<file path="src/rtl/psum_acc_wb_pkg.sv">
// Shared definitions for the psum accumulate / write-back block:
// the controller state encoding and the default datapath widths.
package psum_acc_wb_pkg;

  localparam int DEFAULT_DATA_BITWIDTH = 16;
  localparam int DEFAULT_ADDR_BITWIDTH = 10;

  typedef enum logic [1:0] {
    IDLE    = 2'd0,
    WAIT_IN = 2'd1,
    RD      = 2'd2,
    WR      = 2'd3
  } state_t;

endpackage

</file>
<file path="src/rtl/psum_acc_wb_if.sv">
// Bus bundle between the psum accumulator, its controller, the PE array
// and the psum GLB. The slave modport is the accumulator's view; the
// master modport is the view of everything around it.
interface psum_acc_wb_if
  import psum_acc_wb_pkg::*;
#(
  parameter int DATA_BITWIDTH = DEFAULT_DATA_BITWIDTH,
  parameter int ADDR_BITWIDTH = DEFAULT_ADDR_BITWIDTH
);

  logic                     start;
  logic                     first_pass;
  logic [ADDR_BITWIDTH-1:0] base_addr;
  logic [ADDR_BITWIDTH-1:0] num_psum;
  logic [DATA_BITWIDTH-1:0] psum_in;
  logic                     psum_valid;
  logic                     psum_ready;
  logic                     glb_read_req;
  logic [ADDR_BITWIDTH-1:0] glb_r_addr;
  logic [DATA_BITWIDTH-1:0] glb_r_data;
  logic                     glb_write_en;
  logic [ADDR_BITWIDTH-1:0] glb_w_addr;
  logic [DATA_BITWIDTH-1:0] glb_w_data;
  logic                     busy;
  logic                     done;

  modport slave (
    input  start, first_pass, base_addr, num_psum,
    input  psum_in, psum_valid, glb_r_data,
    output psum_ready, glb_read_req, glb_r_addr,
    output glb_write_en, glb_w_addr, glb_w_data,
    output busy, done
  );

  modport master (
    output start, first_pass, base_addr, num_psum,
    output psum_in, psum_valid, glb_r_data,
    input  psum_ready, glb_read_req, glb_r_addr,
    input  glb_write_en, glb_w_addr, glb_w_data,
    input  busy, done
  );

endinterface

</file>
<file path="src/rtl/psum_acc_wb_adder.sv">
// psum_adder: combinational signed adder that merges an incoming psum
// with the value already held in the GLB.
// Build option PSUM_SAT_EN: when defined the sum clamps to the most
// positive / most negative word on overflow; otherwise it wraps.
module psum_adder #(
  parameter int DATA_BITWIDTH = 16
) (
  input  logic [DATA_BITWIDTH-1:0] a,
  input  logic [DATA_BITWIDTH-1:0] b,
  output logic [DATA_BITWIDTH-1:0] sum
);

`ifdef PSUM_SAT_EN
  localparam logic [DATA_BITWIDTH-1:0] MAX_VAL = {1'b0, {(DATA_BITWIDTH-1){1'b1}}};
  localparam logic [DATA_BITWIDTH-1:0] MIN_VAL = {1'b1, {(DATA_BITWIDTH-1){1'b0}}};

  logic [DATA_BITWIDTH:0] wide_sum;

  assign wide_sum = {a[DATA_BITWIDTH-1], a} + {b[DATA_BITWIDTH-1], b};

  // Overflow shows up as the two top bits of the sign-extended sum disagreeing.
  always_comb begin
    sum = wide_sum[DATA_BITWIDTH-1:0];
    if (wide_sum[DATA_BITWIDTH] != wide_sum[DATA_BITWIDTH-1]) begin
      sum = wide_sum[DATA_BITWIDTH] ? MIN_VAL : MAX_VAL;
    end
  end
`else
  assign sum = a + b;
`endif

endmodule

</file>
<file path="src/rtl/psum_acc_wb.sv">
// psum_acc_wb: takes psums from the PE array one at a time and writes
// them to consecutive GLB words starting at base_addr, either replacing
// the stored value (first pass) or adding to it (read, add, write).
// Build option PSUM_SAT_EN selects saturating accumulation in psum_adder.
// The interface widths must match DATA_BITWIDTH / ADDR_BITWIDTH.
module psum_acc_wb
  import psum_acc_wb_pkg::*;
#(
  parameter int DATA_BITWIDTH = DEFAULT_DATA_BITWIDTH,
  parameter int ADDR_BITWIDTH = DEFAULT_ADDR_BITWIDTH
) (
  input  logic           clk,
  input  logic           reset,
  psum_acc_wb_if.slave   bus
);

  localparam logic [ADDR_BITWIDTH-1:0] ADDR_ONE = ADDR_BITWIDTH'(1);

  state_t                   state;
  logic [ADDR_BITWIDTH-1:0] base_q;
  logic [ADDR_BITWIDTH-1:0] num_q;
  logic [ADDR_BITWIDTH-1:0] idx_q;
  logic                     first_q;
  logic [DATA_BITWIDTH-1:0] cap_q;

  logic                     psum_ready_q;
  logic                     read_req_q;
  logic [ADDR_BITWIDTH-1:0] r_addr_q;
  logic                     write_en_q;
  logic [ADDR_BITWIDTH-1:0] w_addr_q;
  logic                     busy_q;
  logic                     done_q;

  logic [ADDR_BITWIDTH-1:0] cur_addr;
  logic [DATA_BITWIDTH-1:0] acc_sum;

  // Address arithmetic is naturally modulo 2^ADDR_BITWIDTH.
  assign cur_addr = base_q + idx_q;

  psum_adder #(
    .DATA_BITWIDTH (DATA_BITWIDTH)
  ) u_adder (
    .a   (cap_q),
    .b   (bus.glb_r_data),
    .sum (acc_sum)
  );

  // Pass controller: every strobe and address is registered on entry to the
  // state that owns it, so each one is high for exactly that one state.
  always_ff @(posedge clk or negedge reset) begin
    if (!reset) begin
      state        <= IDLE;
      base_q       <= '0;
      num_q        <= '0;
      idx_q        <= '0;
      first_q      <= 1'b0;
      cap_q        <= '0;
      psum_ready_q <= 1'b0;
      read_req_q   <= 1'b0;
      r_addr_q     <= '0;
      write_en_q   <= 1'b0;
      w_addr_q     <= '0;
      busy_q       <= 1'b0;
      done_q       <= 1'b0;
    end else begin
      psum_ready_q <= 1'b0;
      read_req_q   <= 1'b0;
      r_addr_q     <= '0;
      write_en_q   <= 1'b0;
      w_addr_q     <= '0;
      done_q       <= 1'b0;

      case (state)
        IDLE: begin
          if (bus.start) begin
            if (bus.num_psum == '0) begin
              done_q <= 1'b1;
            end else begin
              base_q       <= bus.base_addr;
              num_q        <= bus.num_psum;
              first_q      <= bus.first_pass;
              idx_q        <= '0;
              busy_q       <= 1'b1;
              psum_ready_q <= 1'b1;
              state        <= WAIT_IN;
            end
          end
        end

        WAIT_IN: begin
          if (bus.psum_valid) begin
            cap_q <= bus.psum_in;
            if (first_q) begin
              write_en_q <= 1'b1;
              w_addr_q   <= cur_addr;
              state      <= WR;
            end else begin
              read_req_q <= 1'b1;
              r_addr_q   <= cur_addr;
              state      <= RD;
            end
          end else begin
            psum_ready_q <= 1'b1;
          end
        end

        RD: begin
          write_en_q <= 1'b1;
          w_addr_q   <= cur_addr;
          state      <= WR;
        end

        WR: begin
          idx_q <= idx_q + ADDR_ONE;
          if (idx_q == num_q - ADDR_ONE) begin
            done_q <= 1'b1;
            busy_q <= 1'b0;
            state  <= IDLE;
          end else begin
            psum_ready_q <= 1'b1;
            state        <= WAIT_IN;
          end
        end

        default: state <= IDLE;
      endcase
    end
  end

  assign bus.psum_ready   = psum_ready_q;
  assign bus.glb_read_req = read_req_q;
  assign bus.glb_r_addr   = r_addr_q;
  assign bus.glb_write_en = write_en_q;
  assign bus.glb_w_addr   = w_addr_q;
  assign bus.busy         = busy_q;
  assign bus.done         = done_q;

  // GLB read data is only looked at while the write strobe is up (WR state).
  assign bus.glb_w_data = !write_en_q ? '0 : (first_q ? cap_q : acc_sum);

endmodule

</file>
<file path="src/flat_wrapper.sv">
// flat-port wrapper written by rule: the top's interface ports become plain ports
module psum_acc_wb_flat import psum_acc_wb_pkg::*;
#(
  parameter int DATA_BITWIDTH = DEFAULT_DATA_BITWIDTH,
  parameter int ADDR_BITWIDTH = DEFAULT_ADDR_BITWIDTH
)
  (clk, reset, bus_start, bus_first_pass, bus_base_addr, bus_num_psum, bus_psum_in, bus_psum_valid, bus_glb_r_data, bus_psum_ready, bus_glb_read_req, bus_glb_r_addr, bus_glb_write_en, bus_glb_w_addr, bus_glb_w_data, bus_busy, bus_done);
  psum_acc_wb_if #(.DATA_BITWIDTH(DATA_BITWIDTH), .ADDR_BITWIDTH(ADDR_BITWIDTH)) bus_i ();
  input  logic clk;
  input  logic reset;
  input wire logic [$bits(bus_i.start)-1:0] bus_start;
  input wire logic [$bits(bus_i.first_pass)-1:0] bus_first_pass;
  input wire logic [$bits(bus_i.base_addr)-1:0] bus_base_addr;
  input wire logic [$bits(bus_i.num_psum)-1:0] bus_num_psum;
  input wire logic [$bits(bus_i.psum_in)-1:0] bus_psum_in;
  input wire logic [$bits(bus_i.psum_valid)-1:0] bus_psum_valid;
  input wire logic [$bits(bus_i.glb_r_data)-1:0] bus_glb_r_data;
  output wire logic [$bits(bus_i.psum_ready)-1:0] bus_psum_ready;
  output wire logic [$bits(bus_i.glb_read_req)-1:0] bus_glb_read_req;
  output wire logic [$bits(bus_i.glb_r_addr)-1:0] bus_glb_r_addr;
  output wire logic [$bits(bus_i.glb_write_en)-1:0] bus_glb_write_en;
  output wire logic [$bits(bus_i.glb_w_addr)-1:0] bus_glb_w_addr;
  output wire logic [$bits(bus_i.glb_w_data)-1:0] bus_glb_w_data;
  output wire logic [$bits(bus_i.busy)-1:0] bus_busy;
  output wire logic [$bits(bus_i.done)-1:0] bus_done;
  assign bus_i.start = bus_start;
  assign bus_i.first_pass = bus_first_pass;
  assign bus_i.base_addr = bus_base_addr;
  assign bus_i.num_psum = bus_num_psum;
  assign bus_i.psum_in = bus_psum_in;
  assign bus_i.psum_valid = bus_psum_valid;
  assign bus_i.glb_r_data = bus_glb_r_data;
  assign bus_psum_ready = bus_i.psum_ready;
  assign bus_glb_read_req = bus_i.glb_read_req;
  assign bus_glb_r_addr = bus_i.glb_r_addr;
  assign bus_glb_write_en = bus_i.glb_write_en;
  assign bus_glb_w_addr = bus_i.glb_w_addr;
  assign bus_glb_w_data = bus_i.glb_w_data;
  assign bus_busy = bus_i.busy;
  assign bus_done = bus_i.done;
  psum_acc_wb #(.DATA_BITWIDTH(DATA_BITWIDTH), .ADDR_BITWIDTH(ADDR_BITWIDTH)) u_core (.clk(clk), .reset(reset), .bus(bus_i));
endmodule
</file>
<file path="config.mk">
export PLATFORM = sky130hd
export DESIGN_NAME = psum_acc_wb_flat
export DESIGN_NICKNAME = d
export VERILOG_FILES = /design/src/rtl/psum_acc_wb_pkg.sv /design/src/rtl/psum_acc_wb_if.sv /design/src/rtl/psum_acc_wb_adder.sv /design/src/rtl/psum_acc_wb.sv /design/src/flat_wrapper.sv
export SDC_FILE = /design/constraint.sdc
export NUM_CORES = 1
export LEC_CHECK = 0
export BUFFER_PORTS_ARGS = -buffer_cell sky130_fd_sc_hd__buf_2
export CAP_MARGIN = 20
export CELL_PAD_IN_SITES_DETAIL_PLACEMENT = 0
export CELL_PAD_IN_SITES_GLOBAL_PLACEMENT = 1
export CORE_ASPECT_RATIO = 2
export CORE_MARGIN = 8
export CORE_UTILIZATION = 43
export DETAILED_ROUTE_END_ITERATION = 10
export PLACE_DENSITY = 0.89
export SYNTH_ARGS = -nofsm -noshare
export SYNTH_HDL_FRONTEND = slang
export SYNTH_HIERARCHICAL = 1
export SYNTH_SLANG_ARGS = --single-unit
</file>
<file path="constraint.sdc">
create_clock -name clk -period 2.58 [get_ports clk]
set_clock_uncertainty 0.1 [all_clocks]
set_input_delay 0.258 -clock clk [delete_from_list [all_inputs] [get_ports clk]]
set_output_delay 0.258 -clock clk [all_outputs]
set_load 0.01 [all_outputs]
</file>
==> After elaboration in Yosys (flattened, before gate mapping) <==
Index checks and enable logic that the tools add are counted.
{ "totals": {"in_bits": 57, "regBits": 74, "out_inout_bits": 41, "word_cells": 70} }
{ "op_classes": {"mux": 36, "reduce_logical": 8, "bitwise_logic": 1, "add_sub_neg": 4, "eq_ne": 8} }
{ "ops": {"columns": ["op", "n"], "rows": [
  ["10-bit 2-to-1 mux", 7],
  ["10-bit case mux with 2 select lines", 2],
  ["16-bit 2-to-1 mux", 2],
  ["1-bit 2-to-1 mux", 17],
  ["16-bit adder", 1],
  ["10-bit by 1-bit adder with 10-bit output, second input constant", 1],
  ["10-bit adder", 1],
  ["10-bit equality test", 1],
  ["10-bit logical NOT", 1],
  ["10-bit by 1-bit subtractor with 10-bit output, second input constant", 1],
  ["3-bit AND reduction", 3],
  ["2-bit case mux with 4 select lines", 1],
  ["2-bit 2-to-1 mux", 3],
  ["2-bit inequality test, second input constant", 3],
  ["1-bit case mux with 2 select lines", 3],
  ["2-bit equality test, second input constant", 2],
  ["4-bit AND reduction", 1],
  ["1-bit case mux with 3 select lines", 1],
  ["2-bit by 1-bit equality test with 1-bit output, second input constant", 1],
  ["2-bit logical NOT", 1],
  ["2-bit by 1-bit inequality test with 1-bit output, second input constant", 1],
  ["2-bit AND reduction", 1],
  ["2-bit nonzero test", 1],
  ["1-bit NOT", 1]
]} }

==> Logic depth before layout (Yosys ltp) <==
Gate-level depths: netlist (run 1).
{ "logic_depth": {"ltp_word": 4, "depth_mapped": 9, "depth_no_buf": 9} }

==> Cells and area by module <==
The synthesis (run 1) kept the hierarchy.
{ "by_module_without_submodules": {"columns": ["module", "instances", "area_each_um2", "cells_each"], "rows": [
  ["psum_acc_wb", 1, 4021.4, 380],
  ["psum_adder", 1, 805.8, 104]
]} }

==> Worst setup path after synthesis (run 1) <==
Ideal clock, no wire load.
{ "synth_timing": {"path_type": "reg2out", "start": "register u_core.cap_q[0]", "end": "output bus_glb_w_data[12]", "path_slack_ns": 0.149, "t_arrival_ns": 2.073, "path_stages_with_launch": 10, "required_ns": 2.222, "path_cell_list": "dfrtp_1 ha_1 fa_1 a21o_1 a31oi_1 o21ba_2 o21ai_1 xor2_1 mux2i_1 nor2b_1"} }
{ "synth_between": {"elab_chain_cells": 3} }
{ "synth_rtl": {"columns": ["element", "line", "text"], "rows": [
  ["start: declaration", "psum_acc_wb.sv:24", "logic [DATA_BITWIDTH-1:0] cap_q;"],
  ["start signal: assignment", "psum_acc_wb.sv:92", "cap_q <= bus.psum_in;"],
  ["16-bit adder", "psum_acc_wb_adder.sv:29", "assign sum = a + b;"],
  ["net u_core.acc_sum[12]", "psum_acc_wb.sv:35", "logic [DATA_BITWIDTH-1:0] acc_sum;"],
  ["16-bit 2-to-1 mux (2 in a row)", "psum_acc_wb.sv:139", "assign bus.glb_w_data = !write_en_q ? '0 : (first_q ? cap_q : acc_sum);"],
  ["end: declaration", "flat_wrapper.sv:23", "output wire logic [$bits(bus_i.glb_w_data)-1:0] bus_glb_w_data;"]
]} }
The timed path passes the listed nets, and every way through them passes these cells.

==> Worst setup path in the final report (run 1) <==
{ "layout_timing": {"start": "register u_core.cap_q[1]", "end": "output bus_glb_w_data[14]"} }
Same word-level chain as after synthesis.

==> results of run 1 <==
==> flip-flops by register name (all words and copies together) (netlist names) <==
| name | count |
|---|---|
| u_core/first_q | 1 |
| u_core/cap_q | 16 |
| u_core/state | 2 |
| u_core/bus.busy | 1 |
| u_core/bus.glb_read_req | 1 |
| u_core/bus.glb_write_en | 1 |
| u_core/bus.glb_r_addr | 10 |
| u_core/idx_q | 10 |
| u_core/num_q | 10 |
| u_core/bus.done | 1 |
| u_core/bus.psum_ready | 1 |
| u_core/base_q | 10 |
| u_core/bus.glb_w_addr | 10 |
==> Yosys cell counts, types with 2 or more instances <==
cell type / n / area, sq um
nand3b_1: 2 / 15.0
and3_1: 4 / 25.0
o221ai_1: 2 / 17.5
a21oi_1: 34 / 170
and4_1: 2 / 17.5
xor2_1: 15 / 131
o21bai_1: 2 / 15.0
o21ai_1: 7 / 35.0
buf_2: 8 / 40.0
o32a_1: 3 / 30.0
nor4_1: 3 / 18.8
or2_2: 2 / 12.5
nand4_1: 4 / 25.0
clkbuf_1: 13 / 48.8
a21o_1: 10 / 75.1
mux2_1: 11 / 124
nor2b_1: 22 / 138
a31oi_1: 5 / 31.3
nand3_1: 16 / 80.1
o21ai_0: 16 / 80.1
xnor2_1: 17 / 149
a21oi_2: 2 / 17.5
o211ai_2: 2 / 25.0
dfrtp_1: 74 / 1850
o21a_1: 3 / 22.5
o211ai_1: 3 / 22.5
nor4b_1: 3 / 26.3
or3_1: 4 / 25.0
nor3_1: 7 / 35.0
nand2_1: 25 / 93.8
inv_1: 15 / 56.3
ha_1: 32 / 400
buf_4: 2 / 15.0
nor2_1: 35 / 131
nor3_2: 4 / 40.0
mux2i_1: 18 / 180
fa_1: 2 / 40.0
nor4b_2: 2 / 30.0
mux2_2: 26 / 293
==> area by class of cell <==
class / count / area share
clock inverter: 4 / 0.0117
multi-input combinational: 370 / 0.490
clock buffer: 12 / 0.0428
inverter: 16 / 0.00965
sequential: 74 / 0.298
tap: 142 / 0.0285
timing repair buffer: 128 / 0.120
==> power groups by stage <==
stage / Clock (mW) / Sequential [mW] / Combinational (mW)
after floorplan: 0 / 2.09 / 3.16
final: 1.40 / 2.26 / 4.70
after CTS: 1.43 / 2.27 / 4.60
after global routing: 1.48 / 2.35 / 5.21
after detailed placement: 0 / 2.25 / 4.14
after global placement: 0 / 2.22 / 4.07
==> per-layer routing <==
layer  global-route usage  wire [microns]  up-vias
met1                0.205            5350     1937
met2                0.256            5790      104
met4               0.0660             208        0
met5                    0               0        -
li1                     -               -     1968
met3               0.0561             902       16
==> worst max-delay path, cell delays in order, from the launching register on <==
cell	delay, ns
dfrtp_1	0.42
buf_6	0.14
fa_2	0.40
a21o_1	0.22
a31oi_4	0.17
nor4_1	0.09
nor3_2	0.15
xnor2_1	0.14
mux2i_1	0.09
nor2b_1	0.13
buf_2	0.15
==> timing repair <==
item	in CTS	in global routing
resized for setup	39	4
hold buffers	1	0
endpoints found under the hold margin	74	0
pin swaps	22	8
setup buffers	9	5
setup endpoints to repair	11	11
==> layout by cell type, fill, tap and decap left out, drive strengths merged, types with 11 or more instances in the layout <==
cell and instances:
buf 126, dfrtp 74, ha 32, nand3 16, nor2 35, mux2 37, clkbuf 13, a21oi 36
xnor2 17, mux2i 18, nand2 25, nor3 11, o21ai 24, inv 15, nor2b 22, xor2 15
==> through the flow <==
stage | instances | util | setup TNS, ns | hold slack (ns) | total power, mW
finish | 746 | 0.558 | -1.32 | 0.0308 | 8.36
global route | 746 | 0.558 | -2.46 | 0.0320 | 9.04
CTS | 741 | 0.554 | -1.03 | 0.0207 | 8.30
detailed placement | 715 | 0.495 | -0.173 | 0.228 | 6.38
global placement | 715 | 0.495 | -0.0738 | 0.227 | 6.29
floorplan | 484 | - | 0 | -0.138 | 5.25
==> worst max path at each step <==
| stage | cells after the start | to | start | slack [ns] |
|---|---|---|---|---|
| final | 10 | bus_glb_w_data[14] | u_core/cap_q[1]$_DFFE_PN0P_ | -0.20 |
| after global routing | 11 | bus_glb_w_data[6] | u_core/cap_q[0]$_DFFE_PN0P_ | -0.33 |
| after CTS | 10 | bus_glb_w_data[12] | u_core/cap_q[1]$_DFFE_PN0P_ | -0.18 |
| after detailed placement | 10 | bus_glb_w_data[10] | u_core/cap_q[0]$_DFFE_PN0P_ | -0.1 |
| after global placement | 10 | bus_glb_w_data[10] | u_core/cap_q[0]$_DFFE_PN0P_ | -0.04 |
| after floorplan | 9 | bus_glb_w_data[12] | u_core/cap_q[0]$_DFFE_PN0P_ | 0.15 |
==> cells by family after synthesis <==
family | count (synthesis) | synth area share
and+or+nand+nor | 145 | 0.168
AOI/OAI and AO/OA | 104 | 0.140
DFF | 74 | 0.384
muxes | 55 | 0.124
buffers and inverters | 40 | 0.0347
adders and majority gates | 34 | 0.0912
xor gates and xnor gates | 32 | 0.0581
==> results.toml, run 1 <==
[critical_path]
reg2reg_depth = 8
worst_ep_required_time_ns = 2.22
crit_type = "reg -> out"
start_kind = "flip-flop"
end_kind = "primary output"
rr_startpoint = "u_core/idx_q[1]$_DFFE_PN0P_"
r2r-end = "u_core/bus.glb_w_addr[8]$_DFF_PN0_"
cp_max_fo = 2
rrSetupSlack_ns = 0.35
critPathArrivalTime_ns = 2.43

[grt]
grt_max_degree = 75
track_usage = 0.165
overflow = 0
grt_first_pass_wirelength_mm = 20.5
grt_pass1_vias = 4147
antenna_found_initial = 0

[routing]
vias = 4025
viasPerCell = 5.40
ant_nets = 0
drt_pre_antenna_iters = 4
drt_wl_total_mm = 12.3
drtIter0Drc = 212
drc_errors = 0
wl_per_cell_microns = 16.4

[floorplan]
die_height_microns = 166
start_util = 0.433
dieArea_sq_mm = 0.0151
ioPinCount = 98
die_w_microns = 90.9
coreArea_sq_mm = 0.0111
rows = 55

[synth]
synth.distinct_cells = 66
yosysSeqAreaShare = 0.384
syn_area_per_cell_sq_um = 9.97
ys_ff_latch = 74
async_flop_share = 1.00
synth_area_sq_mm = 0.00483
synthCells = 484
ys_warn_count = 6
synth_edf_count = 0
synth_flop_cell = "dfrtp_1"
synth_fp_nets = 575

[timing]
tightestPinTransition_ns = 0.665
slew_violations = 0
setup_viol = 10
fin_ws_ns = -0.205
min_period_ns = 2.78
finalHoldViolations = 0
grt_setup_unrepaired = "true"
max_freq_mhz = 359
relSlewSlack = 0.557
finalCritPeriodShare = 1.08

[placement]
globalplace.congestion = 0.797
port_buffers = 97
placed_area_sq_mm = 0.00552
dpl.hpwl_mm = 8.84
place_ws_ns = -0.0981

[power]
worst_ir_drop_vdd_v = 0.000634
p_sw_mw = 3.44
switching_share = 0.411
p_leak_nw = 2.93
pwr-share-clk = 0.167
powerDensity_mw_per_mm2 = 1340
internal_power_mw = 4.92
combPwrFrac = 0.562
pwr-share-seq = 0.271

[clock_tree]
cts_htree_levels = 3
clock_latency_ns = 0.34
cts_tree = "built"
cts_root_buffer = "clkbuf_16"
numCtsBuffers = 9
clk_pin_slew_ns = 0.06
clockBufferDepth = 2
cts.sinks = 74

[min_path]
hp-class = "in -> reg"
hold_path_depth = 2
hold_end = "u_core/base_q[0]$_DFFE_PN0P_"
min_from = "bus_base_addr[0]"

[final_layout]
antenna_cells = 0
register_area_sq_mm = 0.00185
multi_input_area_sq_mm = 0.00305
design_area_sq_mm = 0.00623
layout.nets = 690
drive_gt1_frac = 0.354
num-fill-cells = 983
syn2layout_area_growth_pct = 29.0

[run]
cap_violations = 0

[status]
status = "finished, violations left"
failed_checks = "negative setup slack"
Power figures use the tool's default switching activity.
==> inputs of run 2 (changes only) <==
--- a/config.mk
+++ b/config.mk
@@ -7,12 +7,10 @@
 export LEC_CHECK = 0
 export BUFFER_PORTS_ARGS = -buffer_cell sky130_fd_sc_hd__buf_2
 export CAP_MARGIN = 20
-export CELL_PAD_IN_SITES_DETAIL_PLACEMENT = 0
-export CELL_PAD_IN_SITES_GLOBAL_PLACEMENT = 1
-export CORE_ASPECT_RATIO = 2
 export CORE_MARGIN = 8
-export CORE_UTILIZATION = 43
+export CORE_UTILIZATION = 56
 export DETAILED_ROUTE_END_ITERATION = 10
+export MAX_ROUTING_LAYER = met4
 export PLACE_DENSITY = 0.89
 export SYNTH_ARGS = -nofsm -noshare
 export SYNTH_HDL_FRONTEND = slang
==> run 2 against run 1 <==
  * The flow still finishes with violations (negative setup slack)
  * Clock power shrank 33%
  * Setup slack lost 0.22 ns
  * Sequential cell count is the same
  * Die area shrank 21%
  * Final area shrank 4.1%
  * Total power shrank 5.4%
  * Wire length grew 5.1%
  * Critical path depth grew 2
  * First-iteration DRC count grew 61%
  * Non-clock buffer count shrank 5
  * Maximum frequency shrank 7.4%
==> results.toml, run 2 (synthesized netlist as in run 1, its figures left out) <==
[timing]
relSlewSlack = 0.295
tightestPinTransition_ns = 1.06
setup_tns_ns = -3.53
max_freq_mhz = 333
finalCritPeriodShare = 1.17
min_period_ns = 3.01
finalHoldViolations = 0
grt_setup_unrepaired = "true"
fin_ws_ns = -0.427
slew_violations = 0
setup_viol = 11

[final_layout]
final_common_cell = "buf_2"
design_area_sq_mm = 0.00597
multi_input_area_sq_mm = 0.00302
num-fill-cells = 628
drive_gt1_frac = 0.341
largest_reg_flops = 16
largest_register = "u_core/cap_q"
syn2layout_area_growth_pct = 23.6
antenna_cells = 0
fin_cells = 707
register_area_sq_mm = 0.00185
layout.nets = 685
layout_common_cells = "buf_2, dfrtp_1, nor2_1"

[routing]
viasPerCell = 6.02
ant_nets = 0
vias = 4259
drtIter0Drc = 341
drc_errors = 0
wl_per_cell_microns = 18.2
drt_pre_antenna_iters = 5
drt_wl_total_mm = 12.9

[power]
worst_ir_drop_vdd_v = 0.000587
p_leak_nw = 2.84
report.power.total_mw = 7.91
powerDensity_mw_per_mm2 = 1330

[grt]
overflow = 0
grt_pass1_vias = 4331
track_usage = 0.221
grt_first_pass_wirelength_mm = 20.2
grt_max_degree = 75
antenna_found_initial = 0

[status]
failed_checks = "negative setup slack"
status = "finished, violations left"

[clock_tree]
cts_htree_levels = 3
clock_latency_ns = 0.36
clockBufferDepth = 2
cts.sinks = 74
cts_root_buffer = "clkbuf_8"
numCtsBuffers = 9
cts_tree = "built"
clk_pin_slew_ns = 0.09

[critical_path]
crit_top_cell = "buf_4"
crit_type = "reg -> out"
end_kind = "primary output"
crit_path_max_incr_delay_ns = 0.42
path_buf_inv = 4
critPathArrivalTime_ns = 2.65
worst_ep_required_time_ns = 2.22
start_kind = "flip-flop"
cp_max_fo = 3
cp_cell_sequence = "ha_4, buf_4, buf_6, a211oi_4, nor3_2, o211ai_2, buf_4, nand2_2, xor2_1, mux2i_1, nor2b_1, buf_2"
crit_family = "buffers and inverters"
slowest_stage = "dfrtp_1"

[placement]
globalplace.congestion = 0.926
dpl.hpwl_mm = 8.89
place_ws_ns = -0.157
dp_cells = 677
port_buffers = 97
placed_area_sq_mm = 0.00543

[min_path]
hp-class = "in -> reg"

[floorplan]
dieArea_sq_mm = 0.0118
start_util = 0.565
ioPinCount = 98
die_height_microns = 109
rows = 34
coreArea_sq_mm = 0.00855
die_w_microns = 109

[run]
cap_violations = 0
[run 2: cell count changes in the layout (fill, tap and decap cells not counted), sizes merged]
| cell | change |
|---|---|
| clkbuf | -3 |
| dlygate4sd3 | +2 |
| bufinv | -1 |
| buf | -6 |
| inv | +2 |
| clkinv | +1 |
[run 2: stage by stage]
| step | util | hold slack, ns |
|---|---|---|
| after floorplan | - | -0.138 |
| after global placement | 0.635 | 0.352 |
| after detailed placement | 0.635 | 0.371 |
| after CTS | 0.679 | 0.00815 |
| after global routing | 0.698 | 0.00222 |
| final | 0.698 | 0.0151 |
[run 2: routing by layer]
| layer | track usage | vias to the layer above | share of wire |
|---|---|---|---|
| li1 | - | 1953 | - |
| met1 | 0.251 | 2093 | 0.39 |
| met2 | 0.375 | 176 | 0.51 |
| met3 | 0.0455 | 37 | 0.066 |
| met4 | 0.0841 | 0 | 0.024 |
| met5 | - | - | 0 |
[run 2: cell type report]
cell class,instances,area share
clock buffer,10,0.0214
tap,108,0.0226
multi-input combinational,370,0.505
sequential,74,0.310
clock inverter,6,0.0126
timing repair buffer,123,0.118
inverter,16,0.0101
[run 2: final timing paths]
check | from | to | slack, ns | depth (start not counted)
min in group asynchronous | reset | u_core/bus.glb_r_addr[0]$_DFF_PN0_ | 0.48 | 2
worst min-delay path | bus_base_addr[0] | u_core/base_q[0]$_DFFE_PN0P_ | 0.02 | 2
max in group asynchronous | reset | u_core/cap_q[1]$_DFFE_PN0P_ | 1.25 | 2
worst min register to register | u_core/bus.busy$_DFFE_PN0P_ | u_core/bus.busy$_DFFE_PN0P_ | 0.41 | 1
worst max-delay path | u_core/cap_q[0]$_DFFE_PN0P_ | bus_glb_w_data[9] | -0.43 | 12
worst max register to register | u_core/idx_q[2]$_DFFE_PN0P_ | u_core/bus.glb_w_addr[8]$_DFF_PN0_ | 0.26 | 7
[run 2: timing repair]
item                                    4_1_cts  5_1_grt
gates resized for setup                      25       18
setup buffers                                 4        9
pin swaps                                    14       11
hold buffers                                  1        2
endpoints found under the hold margin        64        2
endpoints found under the setup margin       11       13
[run 2: report_power, final]
part	internal, mW	switching (mW)	total [mW]
Combinational	2.24	2.41	4.65
Clock	0.460	0.475	0.935
Sequential	1.66	0.663	2.33
==> inputs of run 3 (changes only) <==
--- a/config.mk
+++ b/config.mk
@@ -7,7 +7,7 @@
 export LEC_CHECK = 0
 export BUFFER_PORTS_ARGS = -buffer_cell sky130_fd_sc_hd__buf_2
 export CAP_MARGIN = 20
-export CORE_MARGIN = 8
+export CORE_ASPECT_RATIO = 0.5
 export CORE_UTILIZATION = 56
 export DETAILED_ROUTE_END_ITERATION = 10
 export MAX_ROUTING_LAYER = met4
==> run 3 against run 2 <==
  * The run still ends with negative setup slack left
  * Clock power is 45% higher
  * Cell count increased by 0.99%
  * Utilization rose by 4.8 points
  * Die area is 24% lower
  * Largest cell class unchanged
  * Highest routed layer unchanged
==> results.toml, run 3 (synthesized netlist as in run 1, its figures left out) <==
[final_layout]
finish.utilization = 0.746
layout.nets = 689
antenna_cells = 0
largest_reg_flops = 16
final_common_cell = "buf_2"
largest_register = "u_core/cap_q"
num-fill-cells = 582
syn2layout_area_growth_pct = 26.3
drive_gt1_frac = 0.341
layout_common_cells = "buf_2, dfrtp_1, nor2_1"

[clock_tree]
cts_tree = "built"
numCtsBuffers = 9
clk_pin_slew_ns = 0.06
cts.sinks = 74
clock_latency_ns = 0.33
clockBufferDepth = 2
cts_htree_levels = 3
cts_root_buffer = "clkbuf_16"

[routing]
drt_pre_antenna_iters = 5
drc_errors = 0
drt_wl_total_mm = 11.7
viasPerCell = 5.80
drtIter0Drc = 329
vias = 4138
ant_nets = 0
wl_per_cell_microns = 16.4

[run]
cap_violations = 0

[placement]
port_buffers = 97
dpl.hpwl_mm = 8.30
globalplace.congestion = 0.914

[timing]
finalHoldViolations = 0
fin_ws_ns = -0.232
relSlewSlack = 0.434
finalCritPeriodShare = 1.09
grt_setup_unrepaired = "true"
min_period_ns = 2.81
slew_violations = 0
hold_slack_ns = 0.0337
setup_viol = 10
tightestPinTransition_ns = 0.849
max_freq_mhz = 356

[critical_path]
cp_cell_sequence = "ha_4, fa_2, a21o_1, a31oi_4, o21ba_4, buf_4, xnor2_2, mux2i_1, nor2b_1, buf_2"
critPathArrivalTime_ns = 2.45
crit_type = "reg -> out"
crit_path_max_incr_delay_ns = 0.42
slowest_stage = "dfrtp_1"
end_kind = "primary output"
worst_ep_required_time_ns = 2.22
cp_max_fo = 3
start_kind = "flip-flop"

[min_path]
hp-class = "in -> reg"

[grt]
grt_first_pass_wirelength_mm = 18.8
grt_pass1_vias = 3975
overflow = 0
track_usage = 0.278
antenna_found_initial = 0
grt_max_degree = 60

[floorplan]
dieArea_sq_mm = 0.00902
ioPinCount = 98
die_w_microns = 133
rows = 23
coreArea_sq_mm = 0.00817
start_util = 0.591
die_height_microns = 67.7

[power]
report.power.total_mw = 8.31
worst_ir_drop_vdd_v = 0.000572
p_leak_nw = 2.92
powerDensity_mw_per_mm2 = 1360

[status]
status = "finished, violations left"
failed_checks = "negative setup slack"
## run 3: cell count changes in the layout (fill, tap and decap cells not counted), sizes merged
cell,previous run,this run
dlygate4sd3,3,1
bufinv,1,2
clkbuf,10,13
clkinv,3,1
clkinvlp,1,0
buf,120,126
inv,17,15
## run 3: final cells by class
| class | count | area [sq um] | share of cell area |
|---|---|---|---|
| multi-input combinational | 370 | 2980 | 0.489 |
| sequential | 74 | 1850 | 0.304 |
| timing repair buffer | 127 | 742 | 0.122 |
| clock buffer | 13 | 260 | 0.0427 |
| tap | 112 | 140 | 0.0230 |
| clock inverter | 2 | 60.1 | 0.00985 |
| inverter | 16 | 60.1 | 0.00985 |
## run 3: worst paths after layout
check / to / slack, ns / depth (start not counted) / startpoint
worst max-delay path: bus_glb_w_data[8] / -0.23 / 10 / u_core/cap_q[0]$_DFFE_PN0P_
worst min-delay path: u_core/base_q[2]$_DFFE_PN0P_ / 0.03 / 2 / bus_base_addr[2]
worst max register to register: u_core/bus.glb_r_addr[8]$_DFF_PN0_ / 0.30 / 8 / u_core/idx_q[1]$_DFFE_PN0P_
worst min register to register: u_core/base_q[8]$_DFFE_PN0P_ / 0.41 / 1 / u_core/base_q[8]$_DFFE_PN0P_
max in group asynchronous: u_core/idx_q[8]$_DFFE_PN0P_ / 1.47 / 3 / reset
min in group asynchronous: u_core/base_q[2]$_DFFE_PN0P_ / 0.27 / 2 / reset
## run 3: worst max-delay path: cells and delay by family, from the launching register on
kind                       cells  cell delay, ns
and+or+nand+nor                1            0.13
AOI/OAI and AO/OA              3            0.56
xor gates and xnor gates       1            0.11
adders and majority gates      2            0.57
buffers and inverters          2            0.25
muxes                          1            0.09
DFF                            1            0.42
## run 3: routing by layer
| metal | global-route usage | vias to the layer above | routed length, microns |
|---|---|---|---|
| met5 | - | - | 0 |
| met4 | 0.0724 | 0 | 99 |
| met3 | 0.0653 | 20 | 621 |
| met2 | 0.489 | 137 | 5950 |
| met1 | 0.327 | 2012 | 5070 |
| li1 | - | 1969 | - |
## run 3: stage by stage
stage	cells	worst slack (ns)	setup TNS, ns	area [sq um]
2_1_floorplan	484	0.149	0	4830
3_3_place_gp	690	0.0332	0	5520
3_5_place_dp	690	-0.0351	-0.0649	5520
4_1_cts	711	-0.172	-1.28	6050
5_1_grt	714	-0.382	-2.91	6100
6_report	714	-0.232	-1.63	6100
## run 3: repair_timing
action / 4_1_cts / 5_1_grt
hold endpoints to repair: 15 / 0
pin swaps: 20 / 6
setup buffers: 5 / 3
endpoints found under the setup margin: 11 / 11
hold buffers: 1 / 0
gates resized for setup: 27 / 2
## run 3: where the power goes
group / switching, mW / leakage, nW / internal (mW)
Sequential: 0.619 / 0.932 / 1.67
Clock: 0.468 / 0.156 / 0.895
Combinational: 2.38 / 1.83 / 2.28
Total: 3.47 / 2.92 / 4.84
